## src/rtl/axi_pkg.sv

```systemverilog
// Shared AXI response definitions for the write response dispatcher.
//   resp_t        : BRESP encoding (OKAY, EXOKAY, SLVERR, DECERR)
//   resp_is_error : true for SLVERR and DECERR (BRESP[1] set)
package axi_pkg;

  typedef enum logic [1:0] {
    OKAY   = 2'd0,
    EXOKAY = 2'd1,
    SLVERR = 2'd2,
    DECERR = 2'd3
  } resp_t;

  function automatic logic resp_is_error(input logic [1:0] resp);
    return resp[1];
  endfunction

endpackage

```

## src/rtl/axi_write_response_channel.sv

```systemverilog
// AXI write response (B) channel bundle.
//   master modport : consumer of responses (bid/bresp/buser/bvalid in, bready out)
//   slave modport  : producer of responses
interface axi_write_response_channel #(
  parameter int ID_WIDTH   = 2,
  parameter int USER_WIDTH = 0
);
  // A zero-width user field still needs one physical bit to be declarable.
  localparam int UW = (USER_WIDTH > 0) ? USER_WIDTH : 1;

  logic [ID_WIDTH-1:0] bid;
  logic [1:0]          bresp;
  logic [UW-1:0]       buser;
  logic                bvalid;
  logic                bready;

  modport master (input bid, input bresp, input buser, input bvalid, output bready);
  modport slave  (output bid, output bresp, output buser, output bvalid, input bready);
endinterface

```

## src/rtl/axi_outstanding_counter.sv

```systemverilog
// Saturating up/down counter tracking outstanding writes for one ID.
//   clock, reset : rising-edge clock, asynchronous active-high reset
//   inc, dec     : one write issued / one expected response retired
//   count        : current outstanding count
//   full, empty  : count == MAX / count == 0
module axi_outstanding_counter
  import axi_pkg::*;
#(
  parameter int  MAX = 8,
  localparam int CW  = $clog2(MAX + 1)
) (
  input  logic          clock,
  input  logic          reset,
  input  logic          inc,
  input  logic          dec,
  output logic [CW-1:0] count,
  output logic          full,
  output logic          empty
);

  logic [CW-1:0] count_q;
  logic [CW-1:0] count_d;

  // Next count; simultaneous inc and dec cancel out.
  always_comb begin
    count_d = count_q;
    if (inc && !dec && (count_q != CW'(MAX))) begin
      count_d = count_q + CW'(1);
    end else if (dec && !inc && (count_q != CW'(0))) begin
      count_d = count_q - CW'(1);
    end else begin
      count_d = count_q;
    end
  end

  // Count register.
  always_ff @(posedge clock or posedge reset) begin
    if (reset) begin
      count_q <= CW'(0);
    end else begin
      count_q <= count_d;
    end
  end

  assign count = count_q;
  assign full  = (count_q == CW'(MAX));
  assign empty = (count_q == CW'(0));

endmodule

```

## src/rtl/axi_write_response_dispatcher.sv

```systemverilog
// Routes B-channel responses to NUM_PORTS requesters by BID, tracks
// outstanding writes per ID, drops unexpected responses and captures the
// first error response.
//   clock, reset            : rising-edge clock, async active-high reset
//   b                       : shared B channel (master side)
//   issue_valid/id/ready    : write issue throttle (ready is combinational)
//   done_valid/resp/ready   : per-requester completion handshake
//   idle                    : nothing outstanding, holding register empty
//   err_valid/id/resp       : sticky first SLVERR/DECERR
//   unexp_valid             : sticky unexpected-response flag
//   err_clear               : clears err_valid and unexp_valid
module axi_write_response_dispatcher
  import axi_pkg::*;
#(
  parameter int NUM_PORTS       = 4,
  parameter int AXI_BID_WIDTH   = 2,
  parameter int AXI_BUSER_WIDTH = 0,
  parameter int MAX_OUTSTANDING = 8
) (
  input  logic                       clock,
  input  logic                       reset,
  axi_write_response_channel.master  b,
  input  logic                       issue_valid,
  input  logic [AXI_BID_WIDTH-1:0]   issue_id,
  output logic                       issue_ready,
  output logic [NUM_PORTS-1:0]       done_valid,
  output logic [NUM_PORTS*2-1:0]     done_resp,
  input  logic [NUM_PORTS-1:0]       done_ready,
  output logic                       idle,
  output logic                       err_valid,
  output logic [AXI_BID_WIDTH-1:0]   err_id,
  output logic [1:0]                 err_resp,
  output logic                       unexp_valid,
  input  logic                       err_clear
);

  localparam int CW  = $clog2(MAX_OUTSTANDING + 1);
  // Per-ID tables cover the full BID space so any bid/issue_id indexes safely.
  localparam int NID = 1 << AXI_BID_WIDTH;

  logic [NID-1:0] port_ok_s;
  logic [NID-1:0] full_s;
  logic [NID-1:0] empty_s;
  logic [NID-1:0] inc_s;
  logic [NID-1:0] dec_s;
  logic [NID-1:0] done_ready_ext_s;
  logic [CW-1:0]  cnt_s [NID];

  logic issue_fire_s;
  logic b_accept_s;
  logic b_exp_s;
  logic b_unexp_s;
  logic unused_buser_s;

  logic                     hold_valid_q, hold_valid_d;
  logic [AXI_BID_WIDTH-1:0] hold_id_q,    hold_id_d;
  resp_t                    hold_resp_q,  hold_resp_d;
  logic                     err_valid_q,  err_valid_d;
  logic [AXI_BID_WIDTH-1:0] err_id_q,     err_id_d;
  resp_t                    err_resp_q,   err_resp_d;
  logic                     unexp_valid_q, unexp_valid_d;

  genvar gi;
  generate
    for (gi = 0; gi < NID; gi++) begin : g_id
      if (gi < NUM_PORTS) begin : g_port
        assign port_ok_s[gi]        = 1'b1;
        assign done_ready_ext_s[gi] = done_ready[gi];
        assign inc_s[gi] = issue_fire_s && (issue_id == AXI_BID_WIDTH'(gi));
        assign dec_s[gi] = b_exp_s && (b.bid == AXI_BID_WIDTH'(gi));
        axi_outstanding_counter #(.MAX(MAX_OUTSTANDING)) u_cnt (
          .clock (clock),
          .reset (reset),
          .inc   (inc_s[gi]),
          .dec   (dec_s[gi]),
          .count (cnt_s[gi]),
          .full  (full_s[gi]),
          .empty (empty_s[gi])
        );
      end else begin : g_pad
        // IDs with no requester: never issuable, never expected, count as idle.
        assign port_ok_s[gi]        = 1'b0;
        assign done_ready_ext_s[gi] = 1'b0;
        assign inc_s[gi]            = 1'b0;
        assign dec_s[gi]            = 1'b0;
        assign cnt_s[gi]            = CW'(0);
        assign full_s[gi]           = 1'b1;
        assign empty_s[gi]          = 1'b1;
      end
    end
  endgenerate

  assign issue_ready  = port_ok_s[issue_id] && !full_s[issue_id];
  assign issue_fire_s = issue_valid && issue_ready;

  // The holding register frees in the same cycle its owner accepts it.
  assign b.bready   = !hold_valid_q || done_ready_ext_s[hold_id_q];
  assign b_accept_s = b.bvalid && b.bready;
  assign b_exp_s    = b_accept_s && port_ok_s[b.bid] && (cnt_s[b.bid] != CW'(0));
  assign b_unexp_s  = b_accept_s && !b_exp_s;

  assign unused_buser_s = ^b.buser;

  // Holding register next state: load expected beats, drain on done handshake.
  always_comb begin
    hold_valid_d = hold_valid_q;
    hold_id_d    = hold_id_q;
    hold_resp_d  = hold_resp_q;
    if (b_exp_s) begin
      hold_valid_d = 1'b1;
      hold_id_d    = b.bid;
      hold_resp_d  = resp_t'(b.bresp);
    end else if (hold_valid_q && done_ready_ext_s[hold_id_q]) begin
      hold_valid_d = 1'b0;
    end else begin
      hold_valid_d = hold_valid_q;
    end
  end

  // Sticky status next state; a new event in the clearing cycle wins.
  always_comb begin
    err_valid_d   = err_valid_q;
    err_id_d      = err_id_q;
    err_resp_d    = err_resp_q;
    unexp_valid_d = unexp_valid_q;
    if (err_clear) begin
      err_valid_d   = 1'b0;
      unexp_valid_d = 1'b0;
    end else begin
      err_valid_d   = err_valid_q;
      unexp_valid_d = unexp_valid_q;
    end
    if (b_exp_s && resp_is_error(b.bresp) && (!err_valid_q || err_clear)) begin
      err_valid_d = 1'b1;
      err_id_d    = b.bid;
      err_resp_d  = resp_t'(b.bresp);
    end else begin
      err_id_d    = err_id_q;
      err_resp_d  = err_resp_q;
    end
    if (b_unexp_s) begin
      unexp_valid_d = 1'b1;
    end else begin
      unexp_valid_d = unexp_valid_d;
    end
  end

  // State registers.
  always_ff @(posedge clock or posedge reset) begin
    if (reset) begin
      hold_valid_q  <= 1'b0;
      hold_id_q     <= AXI_BID_WIDTH'(0);
      hold_resp_q   <= OKAY;
      err_valid_q   <= 1'b0;
      err_id_q      <= AXI_BID_WIDTH'(0);
      err_resp_q    <= OKAY;
      unexp_valid_q <= 1'b0;
    end else begin
      hold_valid_q  <= hold_valid_d;
      hold_id_q     <= hold_id_d;
      hold_resp_q   <= hold_resp_d;
      err_valid_q   <= err_valid_d;
      err_id_q      <= err_id_d;
      err_resp_q    <= err_resp_d;
      unexp_valid_q <= unexp_valid_d;
    end
  end

  // Completion outputs decode straight from the holding register.
  always_comb begin
    done_valid = '0;
    done_resp  = '0;
    for (int i = 0; i < NUM_PORTS; i++) begin
      done_valid[i]      = hold_valid_q && (hold_id_q == AXI_BID_WIDTH'(i));
      done_resp[2*i +: 2] = hold_resp_q;
    end
  end

  assign idle        = (&empty_s) && !hold_valid_q;
  assign err_valid   = err_valid_q;
  assign err_id      = err_id_q;
  assign err_resp    = err_resp_q;
  assign unexp_valid = unexp_valid_q;

endmodule

```

## src/flat_wrapper.sv

```systemverilog
// flat-port wrapper written by rule: the top's interface ports become plain ports
module axi_write_response_dispatcher_flat import axi_pkg::*;
#(
  parameter int NUM_PORTS       = 4,
  parameter int AXI_BID_WIDTH   = 2,
  parameter int AXI_BUSER_WIDTH = 0,
  parameter int MAX_OUTSTANDING = 8
)
  (clock, reset, issue_valid, issue_id, issue_ready, done_valid, done_resp, done_ready, idle, err_valid, err_id, err_resp, unexp_valid, err_clear, b_bid, b_bresp, b_buser, b_bvalid, b_bready);
  axi_write_response_channel #(.ID_WIDTH(2), .USER_WIDTH(0)) b_i ();
  input  logic clock;
  input  logic reset;
  input  logic issue_valid;
  input  logic [AXI_BID_WIDTH-1:0] issue_id;
  output logic issue_ready;
  output logic [NUM_PORTS-1:0] done_valid;
  output logic [NUM_PORTS*2-1:0] done_resp;
  input  logic [NUM_PORTS-1:0] done_ready;
  output logic idle;
  output logic err_valid;
  output logic [AXI_BID_WIDTH-1:0] err_id;
  output logic [1:0] err_resp;
  output logic unexp_valid;
  input  logic err_clear;
  input wire logic [$bits(b_i.bid)-1:0] b_bid;
  input wire logic [$bits(b_i.bresp)-1:0] b_bresp;
  input wire logic [$bits(b_i.buser)-1:0] b_buser;
  input wire logic [$bits(b_i.bvalid)-1:0] b_bvalid;
  output wire logic [$bits(b_i.bready)-1:0] b_bready;
  assign b_i.bid = b_bid;
  assign b_i.bresp = b_bresp;
  assign b_i.buser = b_buser;
  assign b_i.bvalid = b_bvalid;
  assign b_bready = b_i.bready;
  axi_write_response_dispatcher #(.NUM_PORTS(NUM_PORTS), .AXI_BID_WIDTH(AXI_BID_WIDTH), .AXI_BUSER_WIDTH(AXI_BUSER_WIDTH), .MAX_OUTSTANDING(MAX_OUTSTANDING)) u_core (.clock(clock), .reset(reset), .b(b_i), .issue_valid(issue_valid), .issue_id(issue_id), .issue_ready(issue_ready), .done_valid(done_valid), .done_resp(done_resp), .done_ready(done_ready), .idle(idle), .err_valid(err_valid), .err_id(err_id), .err_resp(err_resp), .unexp_valid(unexp_valid), .err_clear(err_clear));
endmodule
```

## config.mk

```make
export PLATFORM = sky130hd
export DESIGN_NAME = axi_write_response_dispatcher_flat
export DESIGN_NICKNAME = d
export VERILOG_FILES = /design/src/rtl/axi_pkg.sv /design/src/rtl/axi_write_response_channel.sv /design/src/rtl/axi_outstanding_counter.sv /design/src/rtl/axi_write_response_dispatcher.sv /design/src/flat_wrapper.sv
export SDC_FILE = /design/constraint.sdc
export NUM_CORES = 1
export LEC_CHECK = 0
export ABC_AREA = 1
export CORE_MARGIN = 4
export CORE_UTILIZATION = 47
export DETAILED_ROUTE_END_ITERATION = 16
export GPL_ROUTABILITY_DRIVEN = 0
export HOLD_SLACK_MARGIN = 0.08
export PLACE_DENSITY = 0.76
export SYNTH_ARGS = -nofsm -noshare
export SYNTH_HDL_FRONTEND = slang
export SYNTH_SLANG_ARGS = --single-unit
```

## constraint.sdc

```tcl
create_clock -name clock -period 2.01 [get_ports clock]
set_input_delay 0.402 -clock clock [delete_from_list [all_inputs] [get_ports clock]]
set_output_delay 0.402 -clock clock [all_outputs]
set_load 0.02 [all_outputs]
```

# Yosys cells after proc, flatten, opt, wreduce, memory -nomap -nowiden
# Cells that the tools add are included.
# Widths: inputs -> output; s select.
dict set report op_classes {
  add_sub_neg 8
  eq_ne 17
  reduce_logical 72
  n_mux 24
  bitwise 1
  order_cmp 4
}
# op n
set ops {}
lappend ops {{$mux 4} 10}
lappend ops {{$logic_and 1x1->1} 38}
lappend ops {{$reduce_bool 4->1} 5}
lappend ops {{$add 4x1->4 const B} 4}
lappend ops {{$eq 4x4->1 const B} 4}
lappend ops {{$logic_not 4->1} 4}
lappend ops {{$ne 4x4->1 const B} 4}
lappend ops {{$sub 4x1->4 const B} 4}
lappend ops {{$reduce_bool 2->1} 7}
lappend ops {{$eq 2x2->1 const B} 6}
lappend ops {{$logic_not 1->1} 12}
lappend ops {{$lt 2x3->1 const B} 3}
lappend ops {{$mux 1} 9}
lappend ops {{$bmux 1 s2} 4}
lappend ops {{$bmux 4 s2} 1}
lappend ops {{$eq 2x1->1 const B} 3}
lappend ops {{$logic_not 2->1} 3}
lappend ops {{$reduce_and 4->1} 1}
lappend ops {{$ge 3x3->1 const B} 1}
lappend ops {{$not 2->3} 1}
lappend ops {{$logic_or 1x1->1} 2}
dict set report totals {
  inputBits 16
  wordCells 137
  ff_bits 27
}

# Logic depth before layout (Yosys ltp)
dict set report logic_depth {
  depth_word 12
  ltp_mapped 17
  mapped_depth_nobuf 17
}

# Modules after synthesis
# From an unflattened synthesis, not the netlist that was laid out.
dict set report hier_totals {
  hier_cells 304
  area_unflattened_um2 2208.4
}
# mod seq_area_each_um2 cells_each instances area_each_um2
set modules_own_cells {}
lappend modules_own_cells {axi_write_response_dispatcher 275.3 128 1 822.0}
lappend modules_own_cells {{axi_outstanding_counter (u_core.g_id[1].g_port.u_cnt ...)} 100.1 44 2 347.8}
lappend modules_own_cells {{axi_outstanding_counter (u_core.g_id[0].g_port.u_cnt ...)} 100.1 44 2 345.3}

# Worst setup path after synthesis
# OpenSTA, ideal clock, no wires.
dict set report synth_timing {
  path_kind {register -> register}
  start {reg u_core.g_id[1].g_port.u_cnt.count_q[0]}
  end {reg u_core.g_id[1].g_port.u_cnt.count_q[3]}
  stages_incl_launch_ff 17
  n_path_buf 0
  required_time_ns 1.894
  arrival_ns 1.909
  slack_ns -0.015
  setup_ns 0.116
  cell_sequence {dfrtp_1 > nor2_1 > nand3_1 > nand2_1 > inv_2 > nand4_1 > clkinv_1 > nand2_2 > ha_1 > nand2_1 > nand2_1 > a31oi_1 > inv_1 > nand3_1 > nand2_1 > nand2_1 > nand2_1}
}
dict set report synth_via {
  elab_chain_cells 11
}
# element line
set synth_rtl {}
lappend synth_rtl {{start, declared} axi_outstanding_counter.sv:21} ;# logic [CW-1:0] count_q;
lappend synth_rtl {{start signal, assigned} axi_outstanding_counter.sv:41} ;# count_q <= count_d;
lappend synth_rtl {{$eq 4x4->1} axi_outstanding_counter.sv:46} ;# assign full = (count_q == CW'(MAX));
lappend synth_rtl {{$bmux 1 s2} axi_write_response_dispatcher.sv:93} ;# assign issue_ready = port_ok_s[issue_id] && !full_s[issue_id];
lappend synth_rtl {{$mux 1 (not written as such)} axi_write_response_dispatcher.sv:93}
lappend synth_rtl {{$logic_not 1->1} axi_write_response_dispatcher.sv:93}
lappend synth_rtl {{$logic_and 1x1->1} axi_write_response_dispatcher.sv:93}
lappend synth_rtl {{$logic_and 1x1->1} axi_write_response_dispatcher.sv:94} ;# assign issue_fire_s = issue_valid && issue_ready;
lappend synth_rtl {{$logic_and 1x1->1} axi_write_response_dispatcher.sv:69} ;# assign inc_s[gi] = issue_fire_s && (issue_id == AXI_BID_WIDTH'(gi));
lappend synth_rtl {{$logic_not 1->1} axi_outstanding_counter.sv:29} ;# end else if (dec && !inc && (count_q != CW'(0))) begin
lappend synth_rtl {{$logic_and 1x1->1 (2 in series)} axi_outstanding_counter.sv:29}
lappend synth_rtl {{$reduce_bool 2->1 (no line)} -}
# Several ways; a longest one is shown, not always the timed one. The select of a mux whose other input is x is not followed.
# A chain may end at the register's enable or synchronous reset.

# Worst setup path after layout
dict set report layout_timing {
  start {in issue_id[1]}
  end {reg u_core.g_id[2].g_port.u_cnt.count_q[3]}
}
dict set report layout_via {
  elab_chain_cells 10
}
# element line
set layout_rtl {}
lappend layout_rtl {{start, declared} flat_wrapper.sv:14} ;# input logic [AXI_BID_WIDTH-1:0] issue_id;
lappend layout_rtl {{$bmux 1 s2} axi_write_response_dispatcher.sv:93}
lappend layout_rtl {{$mux 1 (not written as such)} axi_write_response_dispatcher.sv:93}
lappend layout_rtl {{$logic_not 1->1} axi_write_response_dispatcher.sv:93}
lappend layout_rtl {{$logic_and 1x1->1} axi_write_response_dispatcher.sv:93}
lappend layout_rtl {{$logic_and 1x1->1} axi_write_response_dispatcher.sv:94}
lappend layout_rtl {{$logic_and 1x1->1 (*)} axi_write_response_dispatcher.sv:69}
lappend layout_rtl {{$logic_not 1->1} axi_outstanding_counter.sv:29}
lappend layout_rtl {{$logic_and 1x1->1 (2 in series)} axi_outstanding_counter.sv:29}
lappend layout_rtl {{$reduce_bool 2->1 (no line)} -}
lappend layout_rtl {{end signal, assigned} axi_outstanding_counter.sv:41}
lappend layout_rtl {{end, declared} axi_outstanding_counter.sv:21}
# Mark *: on every way between the ends. The rest lies on a longest branch, timed or not. The select of a mux whose other input is x is not followed.

==> results.json <==
{
  "status": "finished with violations",
  "violations": "setup timing",
  "synth_adder_area_share_pct": 9.21,
  "rsz0062_at_grt": "true",
  "post-route-drc-count": 0,
  "period_share_pct": 106,
  "synthMostInstantiatedCell": "nand2_1",
  "track_usage_pct": 20.5,
  "finalInstanceArea_um2": 3110,
  "holdCritPathClass": "flop to flop",
  "antenna_found_initial": 0,
  "critPathRequiredTime_ns": 2.19,
  "cts_sinks": 27,
  "portBuffers": 35,
  "syn_nets": 282,
  "grt_pass1_vias": 1904,
  "clk_path_buf_depth": 2,
  "ys_ff_latch": 27,
  "final_cell_count_no_fill": 408,
  "routed.top_layer": "met4",
  "cts.clk_slew.worst_paths_ns": 0.10,
  "yosys.area_share.xor_xnor_pct": 1.79,
  "synth-compound-area-share_pct": 3.84,
  "r2r_cells": 13,
  "h-tree-depth": 1,
  "yosysSeqAreaShare_pct": 34.5,
  "min_period_ns": 2.12,
  "maxCapViolations": 0,
  "maxSlewViolCount": 0,
  "timing.rr.start": "u_core.g_id[2].g_port.u_cnt.count[2]",
  "met2_length_um": 3110,
  "synthCells": 254,
  "die_area_um2": 5260,
  "critPathKind": "input pin to flop",
  "via_count": 2076,
  "synth_mux_area_share_pct": 0,
  "worstMarginPinSlew_ns": 0.377,
  "place_inst": 381,
  "drive_gt1_share_pct": 43.0,
  "async_flop_share_pct": 100,
  "synth_edf_count": 0,
  "post-synth-top-area-cell": "dfrtp_1",
  "netlist_area_um2": 1960,
  "ir_worst_vdd_mv": 0.761,
  "dp_hpwl_um": 3580,
  "finalSetupViolations": 7,
  "hold_end": "u_core.err_resp[1]",
  "p_leak_nw": 1.59,
  "hold-path-cell-count": 2,
  "hold_buffers": 0,
  "dr.pass1.iters": 4,
  "grt_pass1_wl_um": 8480,
  "wl_met3_um": 203,
  "regToRegSetupSlack_ns": -0.11,
  "rows": 23,
  "yosysWarningCount": 0,
  "max_clock_freq_ghz": 0.471,
  "drtIter0Drc": 107,
  "crit_path_end_kind": "flop",
  "cts_tree": "built",
  "ctsRootBufferMaster": "clkbuf_8",
  "worstSkewPairLatency_ns": 0.28,
  "post_dp_cell_area_um2": 2690,
  "avgSynthCellArea_um2": 7.70,
  "synth_top_family_by_area": "simple AND/OR/NAND/NOR gates",
  "via_per_inst": 5.09,
  "routedWlPerCell_um": 14.2,
  "r2r_end": "u_core.g_id[2].g_port.u_cnt.count[3]",
  "met1_length_um": 2320,
  "core_um2": 4000,
  "grt_max_degree": 28,
  "finalWorstSetupSlack_ns": -0.115,
  "finalHoldViolCount": 0,
  "ys.flop_type": "dfrtp_1",
  "hp-start": "u_core.err_resp[1]",
  "antennaDiodeCount": 0,
  "synthTopCellsByCount": "69 x nand2_1, 31 x nand3_1, 28 x inv_1",
  "synthDistinctLibCells": 28,
  "cp.arrival_ns": 2.31,
  "areaGrowthSynthToFinish_pct": 59.1,
  "initial_core_util_pct": 48.9,
  "crit_fanout": 4,
  "synth-simple-area-share_pct": 41.0,
  "power_density_nw_per_um2": 1390,
  "grt_remaining_overflow": 0,
  "numCtsBuffers": 3,
  "synthTopCellsByArea": "dfrtp_1 35%, nand2_1 13%, nand3_1 7.9%, inv_1 5.4%, ha_1 5.1%",
  "crit_path_start_kind": "input pin",
  "maxSlewHeadroom_pct": 74.8,
  "fin_nets": 387,
  "synth_top_area_share_pct": 34.5,
  "final_antenna_net_count": 0,
  "skew_ns": 0.00214,
  "dieWidth_um": 72.5,
  "drt_wl_total_um": 5800,
  "die_h_um": 72.5,
  "ioPinCount": 37
}
==> cell families (layout without fill, tap and decap cells) <==
family                   after synthesis  in the layout
buffers and inverters                 44            148
AO/OA/AOI/OAI                         14             14
AND/OR/NAND/NOR                      153            153
flip-flops                            27             27
adder cells (fa/ha/maj)               12             12
XOR/XNOR                               4              4
==> placed cells by master, fill, tap and decap left out, types with 5 or more instances in the layout <==
master	count
nand2_1	66
buf_4	64
nand3_1	29
dfrtp_1	27
inv_1	22
clkdlybuf4s50_1	22
inv_2	16
nand2_2	13
nor2_2	9
buf_6	8
nand3_4	7
o21ai_1	6
ha_4	6
nor2_1	5
dlygate4sd2_1	5
==> how the worst max path moves through the flow <==
stage,cells past startpoint,slack [ns],end,from
detailed placement,13,-0.66,u_core.g_id[2].g_port.u_cnt.count[3],issue_id[0]
floorplan,16,0.0005,u_core.g_id[0].g_port.u_cnt.count[3],u_core.hold_id_q[0]
global route,13,-0.28,u_core.g_id[2].g_port.u_cnt.count[3],u_core.g_id[2].g_port.u_cnt.count[2]
CTS,14,-0.07,u_core.g_id[2].g_port.u_cnt.count[3],done_ready[3]
finish,14,-0.11,u_core.g_id[2].g_port.u_cnt.count[3],issue_id[1]
global placement,12,-0.55,u_core.g_id[3].g_port.u_cnt.count[3],issue_id[0]
==> cell type report <==
cell class	instances	area (um^2)
sequential	27	676
clock inverter	1	7.51
timing repair buffer	106	882
multi-input combinational	183	1300
tap	50	62.6
inverter	38	143
clock buffer	3	41.3
fill	264	887
==> worst max-delay path, stage by stage <==
cell and delay (ns):
clkdlybuf4s15_1 0.27, nand2_1 0.14, inv_2 0.05, nand3_2 0.09
nand2_4 0.06, nor3_4 0.25, nand3_4 0.15, ha_4 0.32
nand3_2 0.07, nand2_1 0.09, nand3b_1 0.18, nand2_1 0.10
nand2_1 0.09, nand2_1 0.05
==> through the flow <==
step / hold slack (ns) / utilization (%) / TNS (ns) / worst slack, ns / total power, mW
4_1_cts: 0.476 / 74.6 / -0.220 / -0.0677 / 3.99
3_3_place_gp: 0.446 / 67.2 / -6.56 / -0.551 / 3.27
3_5_place_dp: 0.449 / 67.2 / -7.61 / -0.656 / 3.33
6_report: 0.479 / 77.8 / -0.467 / -0.115 / 4.33
2_1_floorplan: 0.455 / - / 0 / 0.000465 / 2.39
5_1_grt: 0.488 / 77.8 / -1.36 / -0.278 / 4.67
==> repair_timing <==
item,CTS,global route
pin swaps,18,26
endpoints found under the setup margin,19,14
resized for setup,43,40
buffers inserted,20,5
==> registers in the layout, summed over array words and instances, names as in the netlist <==
register / count
u_core.hold_id_q: 2
u_core.hold_resp_q: 2
u_core.unexp_valid: 1
u_core.err_resp: 2
u_core.hold_valid_q: 1
u_core.g_id.g_port.u_cnt.count: 16
u_core.err_id: 2
u_core.err_valid: 1
==> metal layers <==
layer / vias to the layer above / GRT usage (%)
met5: - / 0
met2: 46 / 37.7
met3: 14 / 1.66
li1: 1029 / -
met4: 0 / 7.99
met1: 987 / 24.4
==> power breakdown <==
group	switching, mW	leakage, nW	internal (mW)	total, mW
Clock	0.191	0.0217	0.141	0.332
Combinational	1.50	1.23	1.48	2.98
Sequential	0.227	0.330	0.791	1.02
Power figures use the tool's default switching activity.
